==> src/rtl/dm_bus_arbiter.sv <==
// Data-memory port arbiter: CPU memory stage vs. a secondary master (DMA/debug), one
// transaction at a time through IDLE/ISSUE/WAIT/RESP. Define ARB_STARVE_GUARD_EN to enable D anti-starvation.
module dm_bus_arbiter #(
  parameter int unsigned MEM_LAT    = 1,
  parameter int unsigned STARVE_LIM = 8
) (
  input  logic        clk,
  input  logic        reset,
  input  logic        c_req,
  input  logic        c_we,
  input  logic [31:0] c_addr,
  input  logic [31:0] c_wdata,
  input  logic [3:0]  c_byteen,
  output logic        c_stall,
  output logic [31:0] c_rdata,
  input  logic        d_req,
  input  logic        d_we,
  input  logic [31:0] d_addr,
  input  logic [31:0] d_wdata,
  input  logic [3:0]  d_byteen,
  output logic        d_gnt,
  output logic        d_rvalid,
  output logic [31:0] d_rdata,
  output logic        mem_en,
  output logic        mem_we,
  output logic [31:0] mem_addr,
  output logic [31:0] mem_wdata,
  output logic [3:0]  mem_byteen,
  input  logic [31:0] mem_rdata,
  output logic        owner
);

  typedef enum logic [1:0] {S_IDLE, S_ISSUE, S_WAIT, S_RESP} state_e;

  localparam logic [3:0] LAT4 = 4'(MEM_LAT);

  if (MEM_LAT < 1 || MEM_LAT > 15 || STARVE_LIM > 15) begin : g_param_chk
    $error("dm_bus_arbiter: MEM_LAT must be 1..15 and STARVE_LIM must fit 4 bits");
  end

  state_e      state_q, state_d;
  logic        owner_q, owner_d;
  logic        we_q, we_d;
  logic [31:0] addr_q, addr_d;
  logic [31:0] wdata_q, wdata_d;
  logic [3:0]  byteen_q, byteen_d;
  logic [3:0]  wait_cnt_q, wait_cnt_d;
  logic [31:0] c_rdata_q, c_rdata_d;
  logic [31:0] d_rdata_q, d_rdata_d;
  logic        d_win, c_win;

`ifdef ARB_STARVE_GUARD_EN
  localparam logic [3:0] SLIM4 = 4'(STARVE_LIM);
  logic [3:0] starve_cnt_q, starve_cnt_d;
  // D overrides a simultaneous CPU request once it has lost STARVE_LIM times in a row
  assign d_win = d_req & (~c_req | (starve_cnt_q == SLIM4));
`else
  assign d_win = d_req & ~c_req;
`endif
  assign c_win = c_req & ~d_win;

  always_comb begin
    state_d    = state_q;
    owner_d    = owner_q;
    we_d       = we_q;
    addr_d     = addr_q;
    wdata_d    = wdata_q;
    byteen_d   = byteen_q;
    wait_cnt_d = wait_cnt_q;
    c_rdata_d  = c_rdata_q;
    d_rdata_d  = d_rdata_q;
`ifdef ARB_STARVE_GUARD_EN
    starve_cnt_d = starve_cnt_q;
`endif
    case (state_q)
      S_IDLE: begin
        if (c_win || d_win) begin
          state_d  = S_ISSUE;
          owner_d  = d_win;
          we_d     = d_win ? d_we     : c_we;
          addr_d   = d_win ? d_addr   : c_addr;
          wdata_d  = d_win ? d_wdata  : c_wdata;
          byteen_d = d_win ? d_byteen : c_byteen;
        end
`ifdef ARB_STARVE_GUARD_EN
        if (d_win)              starve_cnt_d = '0;
        else if (c_req & d_req) starve_cnt_d = starve_cnt_q + 4'd1;
`endif
      end
      S_ISSUE: begin
        wait_cnt_d = LAT4;
        state_d    = S_WAIT;
      end
      S_WAIT: begin
        wait_cnt_d = wait_cnt_q - 4'd1;
        if (wait_cnt_q == 4'd1) begin
          // writes return no data, so the reply is zero regardless of the bus
          if (owner_q) d_rdata_d = we_q ? '0 : mem_rdata;
          else         c_rdata_d = we_q ? '0 : mem_rdata;
          state_d = S_RESP;
        end
      end
      S_RESP:  state_d = S_IDLE;
      default: state_d = S_IDLE;
    endcase
  end

  always_ff @(posedge clk or posedge reset) begin
    if (reset) begin
      state_q    <= S_IDLE;
      owner_q    <= 1'b0;
      we_q       <= 1'b0;
      addr_q     <= '0;
      wdata_q    <= '0;
      byteen_q   <= '0;
      wait_cnt_q <= '0;
      c_rdata_q  <= '0;
      d_rdata_q  <= '0;
`ifdef ARB_STARVE_GUARD_EN
      starve_cnt_q <= '0;
`endif
    end else begin
      state_q    <= state_d;
      owner_q    <= owner_d;
      we_q       <= we_d;
      addr_q     <= addr_d;
      wdata_q    <= wdata_d;
      byteen_q   <= byteen_d;
      wait_cnt_q <= wait_cnt_d;
      c_rdata_q  <= c_rdata_d;
      d_rdata_q  <= d_rdata_d;
`ifdef ARB_STARVE_GUARD_EN
      starve_cnt_q <= starve_cnt_d;
`endif
    end
  end

  // stall/grant are combinational on the requests, so gate them while reset is held
  assign c_stall    = ~reset & c_req & ~((state_q == S_RESP) & ~owner_q);
  assign d_gnt      = ~reset & (state_q == S_IDLE) & d_win;
  assign d_rvalid   = (state_q == S_RESP) & owner_q;
  assign mem_en     = (state_q == S_ISSUE);
  assign mem_we     = mem_en & we_q;
  assign mem_addr   = addr_q;
  assign mem_wdata  = wdata_q;
  assign mem_byteen = byteen_q;
  assign c_rdata    = c_rdata_q;
  assign d_rdata    = d_rdata_q;
  assign owner      = owner_q;

endmodule

==> config.mk <==
export PLATFORM = sky130hd
export DESIGN_NAME = dm_bus_arbiter
export DESIGN_NICKNAME = d
export VERILOG_FILES = /design/src/rtl/dm_bus_arbiter.sv
export SDC_FILE = /design/constraint.sdc
export NUM_CORES = 1
export LEC_CHECK = 0
export ABC_AREA = 1
export CORE_MARGIN = 2
export CORE_UTILIZATION = 45
export DETAILED_ROUTE_END_ITERATION = 16
export GPL_ROUTABILITY_DRIVEN = 0
export GPL_TIMING_DRIVEN = 0
export PLACE_DENSITY = 0.87
export SYNTH_ARGS = -nofsm -noshare
export SYNTH_HDL_FRONTEND = slang
export SYNTH_SLANG_ARGS = --single-unit
==> constraint.sdc <==
create_clock -name clk -period 13.7 [get_ports clk]
set_input_delay 2.74 -clock clk [delete_from_list [all_inputs] [get_ports clk]]
set_output_delay 2.74 -clock clk [all_outputs]
set_load 0.03 [all_outputs]
# Yosys cells after proc, flatten, opt, wreduce, memory -nomap -nowiden
# Cells that the tools add are included.
[word_totals] regBits=140 inputBits=174 out_inout_bits=138 elab_cells=46
[op_classes] addsub=1 n_eq_ne=6 n_mux=9 bitwise_logic=14 n_reduce_logical=7
[ops] operator="$mux W32" n=3
[ops] operator="$and A1 B1 Y1" n=9
[ops] operator="$pmux W2 S4" n=1
[ops] operator="$pmux W4 S2" n=1
[ops] operator="$reduce_and A3 Y1" n=2
[ops] operator="$not A1 Y1" n=5
[ops] operator="$eq A2 B2 Y1 const B" n=2
[ops] operator="$eq A4 B1 Y1 const B" n=1
[ops] operator="$mux W2" n=2
[ops] operator="$mux W4" n=1
[ops] operator="$ne A2 B2 Y1 const B" n=2
[ops] operator="$reduce_and A2 Y1" n=2
[ops] operator="$sub A4 B1 Y4 const B" n=1
[ops] operator="$eq A2 B1 Y1 const B" n=1
[ops] operator="$logic_not A2 Y1" n=1
[ops] operator="$reduce_bool A2 Y1" n=1
[ops] operator="$logic_or A1 B1 Y1" n=1
[ops] operator="$mux W1" n=1

# Longest topological paths before layout
[depth] word_depth=7 depth_mapped=9 mapped_depth_nobuf=7

# Worst setup path after synthesis
# No wires, ideal clock.
[synth_path] kind="input to output" startpoint="input c_req" endpoint="output d_gnt" arrival_ns=3.707 t_required_ns=10.960 slack_ns=7.253 cell_stages=6 n_path_buf=1 cell_sequence="inv_2 nand2_1 inv_2 buf_2 nand2_1 nor2_1"
[synth_between] elab_chain_len=3
[synth_rtl] element="start: declaration" line_no="9" rtl="input logic c_req,"
[synth_rtl] element="$not A1 Y1" line_no="58" rtl="assign d_win = d_req & ~c_req;"
[synth_rtl] element="$and A1 B1 Y1" line_no="58"
[synth_rtl] element="$and A1 B1 Y1" line_no="140" rtl="assign d_gnt = ~reset & (state_q == S_IDLE) & d_win;"
[synth_rtl] element="end: declaration" line_no="21" rtl="output logic d_gnt,"
# No other way between the ends.

# Final worst setup path
# Ends and elaborated chain as after synthesis.

==> reports/qor.log <==
qor: cells_and_area.finish.cell_count_without_fillers 1,448
qor: floorplanning.dieHeight 125 um
qor: sta.fmaxAchievable 0.132 GHz
qor: yosys.netlist_instances 920
qor: yosys.postSynthRegisterBits 140
qor: setup_path.timing.critical_path.required 10,960 ps
qor: yosys.cells_taking_the_most_area_after_synthesis dfrtp_1 (53%), nand2_1 (32%), nand3_1 (2.7%)
qor: cts.cts_hold_repair.buffers 0
qor: power.p_per_area 245 nW/um^2
qor: status.outcome completed
qor: global_route.largest_net_degree_at_the_start_of_global_routing 75
qor: floorplanning.core_area 14,500 sq um
qor: drt.route.detailed.wl_per_inst 15.6 um
qor: global_route.global_route_wire_length_before_repair 35,900 um
qor: floorplanning.boundaryPins 312
qor: sta.worst_clock_skew 7.26 ps
qor: run.timing.max_cap.violations 0
qor: cells_and_area.most-common-layout-cells nand2_1 (560), clkdlybuf4s50_1 (311), dfrtp_1 (140)
qor: cells_and_area.area.growth.synth_to_final 61.0%
qor: worst_hold_path.hold_path.startpoint c_rdata[11]
qor: drt.drtIter0Drc 550
qor: worst_hold_path.worst_hold_path.endpoint c_rdata[11]
qor: sta.layout_worst_path_cycle_share 0.553
qor: sta.finalSetupViolations 0
qor: drt.drt_drc_violations_left 0
qor: drt.avgViaCountPerCell 4.94
qor: setup_path.criticalPathCategory input port to output pin
qor: setup_path.timing.critical_path.to_type output pin
qor: floorplanning.die_width 125 um
qor: yosys.synth_top_area_share 0.528
qor: cells_and_area.final_common_cell nand2_1
qor: cts.clockRootBuffer clkbuf_16
qor: yosys.synth_fp_nets 1,100
qor: sta.final.setup.tns 0 ps
qor: setup_path.worstPathArrival 4840 ps
qor: cts.clkSinkCount 140
qor: global_route.global_route.peak_usage_layer met2
qor: cts.worst_setup_hold_path_clk_slew 60 ps
qor: yosys.synth_area_leader_cell dfrtp_1
qor: cts.cts_inserted_buffers 17
qor: floorplanning.fp-row-count 44
qor: yosys.postSynthAreaPerCell 7.21 sq um
qor: yosys.synthArstFlopShare 1.00
qor: setup_path.register_to_register_path_setup_slack 11,830 ps
qor: setup_path.critical_path.reg2reg.startpoint state_q[1]
qor: global_route.use_met1 0.330
qor: sta.fin_hold_viols 0
qor: global_route.via_count_of_the_first_global_routing_pass 7,127
qor: cells_and_area.design.final.nets 1,431
qor: cells_and_area.layout.filler_cells 1,094
qor: setup_path.r2r.worst_path.cells 9
qor: drt.wirelength 22,600 um
qor: sta.max_slew_margin 0.550
qor: power.vdd_drop_max 0.100 mV
qor: cts.tritoncts done
qor: floorplanning.floorplan.initialDensity 0.458
qor: yosys.synth_seq_area_share 0.528
qor: sta.maxSlewViolCount 0
qor: sta.worst_pin_slew 675 ps
qor: setup_path.critical_path.max_fanout 10
qor: yosys.mappedNetlistArea 6630 sq um
qor: worst_hold_path.hold-path-cell-count 2
qor: drt.firstDrtPassIters 5
qor: cells_and_area.final_layout_size_suffix_gt1_frac 0.0498
qor: sta.period_needed 7580 ps
qor: cts.postCtsSetupBuffers 0
qor: yosys.synth_ff_type dfrtp_1
qor: power.power.static_leakage 5.47 nW
qor: yosys.synthesis.yosys.warnings 0
qor: worst_hold_path.timing.hold.worst.class flip-flop to flip-flop
qor: cts.worst_skew_pair.late_latency 420 ps
qor: placement.port_buffers 311
qor: setup_path.worst_setup_path_start_kind input port
qor: yosys.ys_types 19
qor: cts.post_cts.resized_instances 0
qor: global_route.grt_util_met3 0.0672
qor: placement.hpwl_after_detailed_placement 16,700 um
qor: global_route.gr-usage-all-layers 0.289
qor: placement.placed_cells_incl_taps 1,416
qor: setup_path.reg2reg_to mem_wdata[2]
qor: global_route.grtUsageMet2 0.507
qor: drt.num_vias 7,147
qor: cts.clk_path_buf_depth 2
qor: global_route.grt_overflow_total 0
qor: floorplanning.floorplan.die_area 15,700 sq um
qor: sta.rsz0062_at_grt false
qor: global_route.grt_antenna_before_repair 0
qor: yosys.synth_edf_count 0
qor: cells_and_area.antenna_cells_inserted 0
qor: cts.htreeDepth 4
qor: drt.antenna_violating_nets_post_route 0
-- kinds of logic (layout without fill, tap and decap cells) --
family / Yosys count / after routing / share of synthesized area
flip-flops: 140 / 140 / 0.528
AO/OA/AOI/OAI: 39 / 39 / 0.0317
buffers and inverters: 98 / 442 / 0.0598
AND/OR/NAND/NOR: 637 / 637 / 0.369
adder cells (fa/ha/maj): 6 / 6 / 0.0113
-- critical path: stages --
cell	delay (ps)
clkdlybuf4s50_1	410
inv_2	100
nand2_1	240
inv_2	220
buf_2	240
nand2_1	90
nor2_1	90
clkdlybuf4s50_1	700
-- layout make-up --
type | instances | area, sq um | area share
multi-input cells | 682 | 2730 | 0.256
well taps | 184 | 230 | 0.0216
clock inverters | 14 | 243 | 0.0227
plain buffers | 50 | 216 | 0.0203
clock buffers | 18 | 429 | 0.0402
inverters | 48 | 185 | 0.0173
flip-flops and latches | 140 | 3500 | 0.328
repair buffers | 312 | 3140 | 0.294
-- state kept, by name, indices dropped and copies added (netlist names) --
| signal | flops |
|---|---|
| c_rdata | 32 |
| d_rdata | 32 |
| mem_addr | 32 |
| mem_byteen | 4 |
| mem_wdata | 32 |
| owner | 1 |
| state_q | 2 |
| wait_cnt_q | 4 |
| we_q | 1 |
-- cell usage after synthesis, drive strengths merged (3+ instances only) --
master  number
nand2      560
dfrtp      140
inv         48
nor2        39
nand3       36
o21ai       34
buf         26
clkbuf      24
ha           6
a21oi        3
-- routing by layer --
metal | up-vias | wire length (um)
met5 | - | 0
met4 | 0 | 1110
met3 | 71 | 1700
met2 | 383 | 11400
met1 | 3256 | 8460
li1 | 3437 | -
-- power by group --
group	switching, mW	internal (mW)
Clock	0.186	0.342
Sequential	0.120	0.610
Combinational	0.853	0.507
Total	1.16	1.46
-- per-stage QoR --
step                      power, mW  setup WS [ps]  hold slack [ps]  cell area [sq um]  utilization
after global routing           2.76           6000              491              10700        0.738
final                          2.62           6120              473              10700        0.738
after global placement         2.05           5270              452               9980        0.689
after floorplan                1.48           7210              490               6630            -
after detailed placement       2.08           6120              457              10000        0.691
after CTS                      2.62           6120              474              10700        0.738
-- worst max path at each step --
stage,startpoint,endpoint,slack [ps],depth (start not counted)
after floorplan,reset,c_rdata[0],7210,1
after global placement,reset,c_rdata[23],5270,2
after detailed placement,c_req,d_gnt,6120,8
after CTS,c_req,d_gnt,6120,8
after global routing,c_req,d_gnt,6000,8
final,c_req,d_gnt,6120,8
Power figures use the tool's default switching activity.
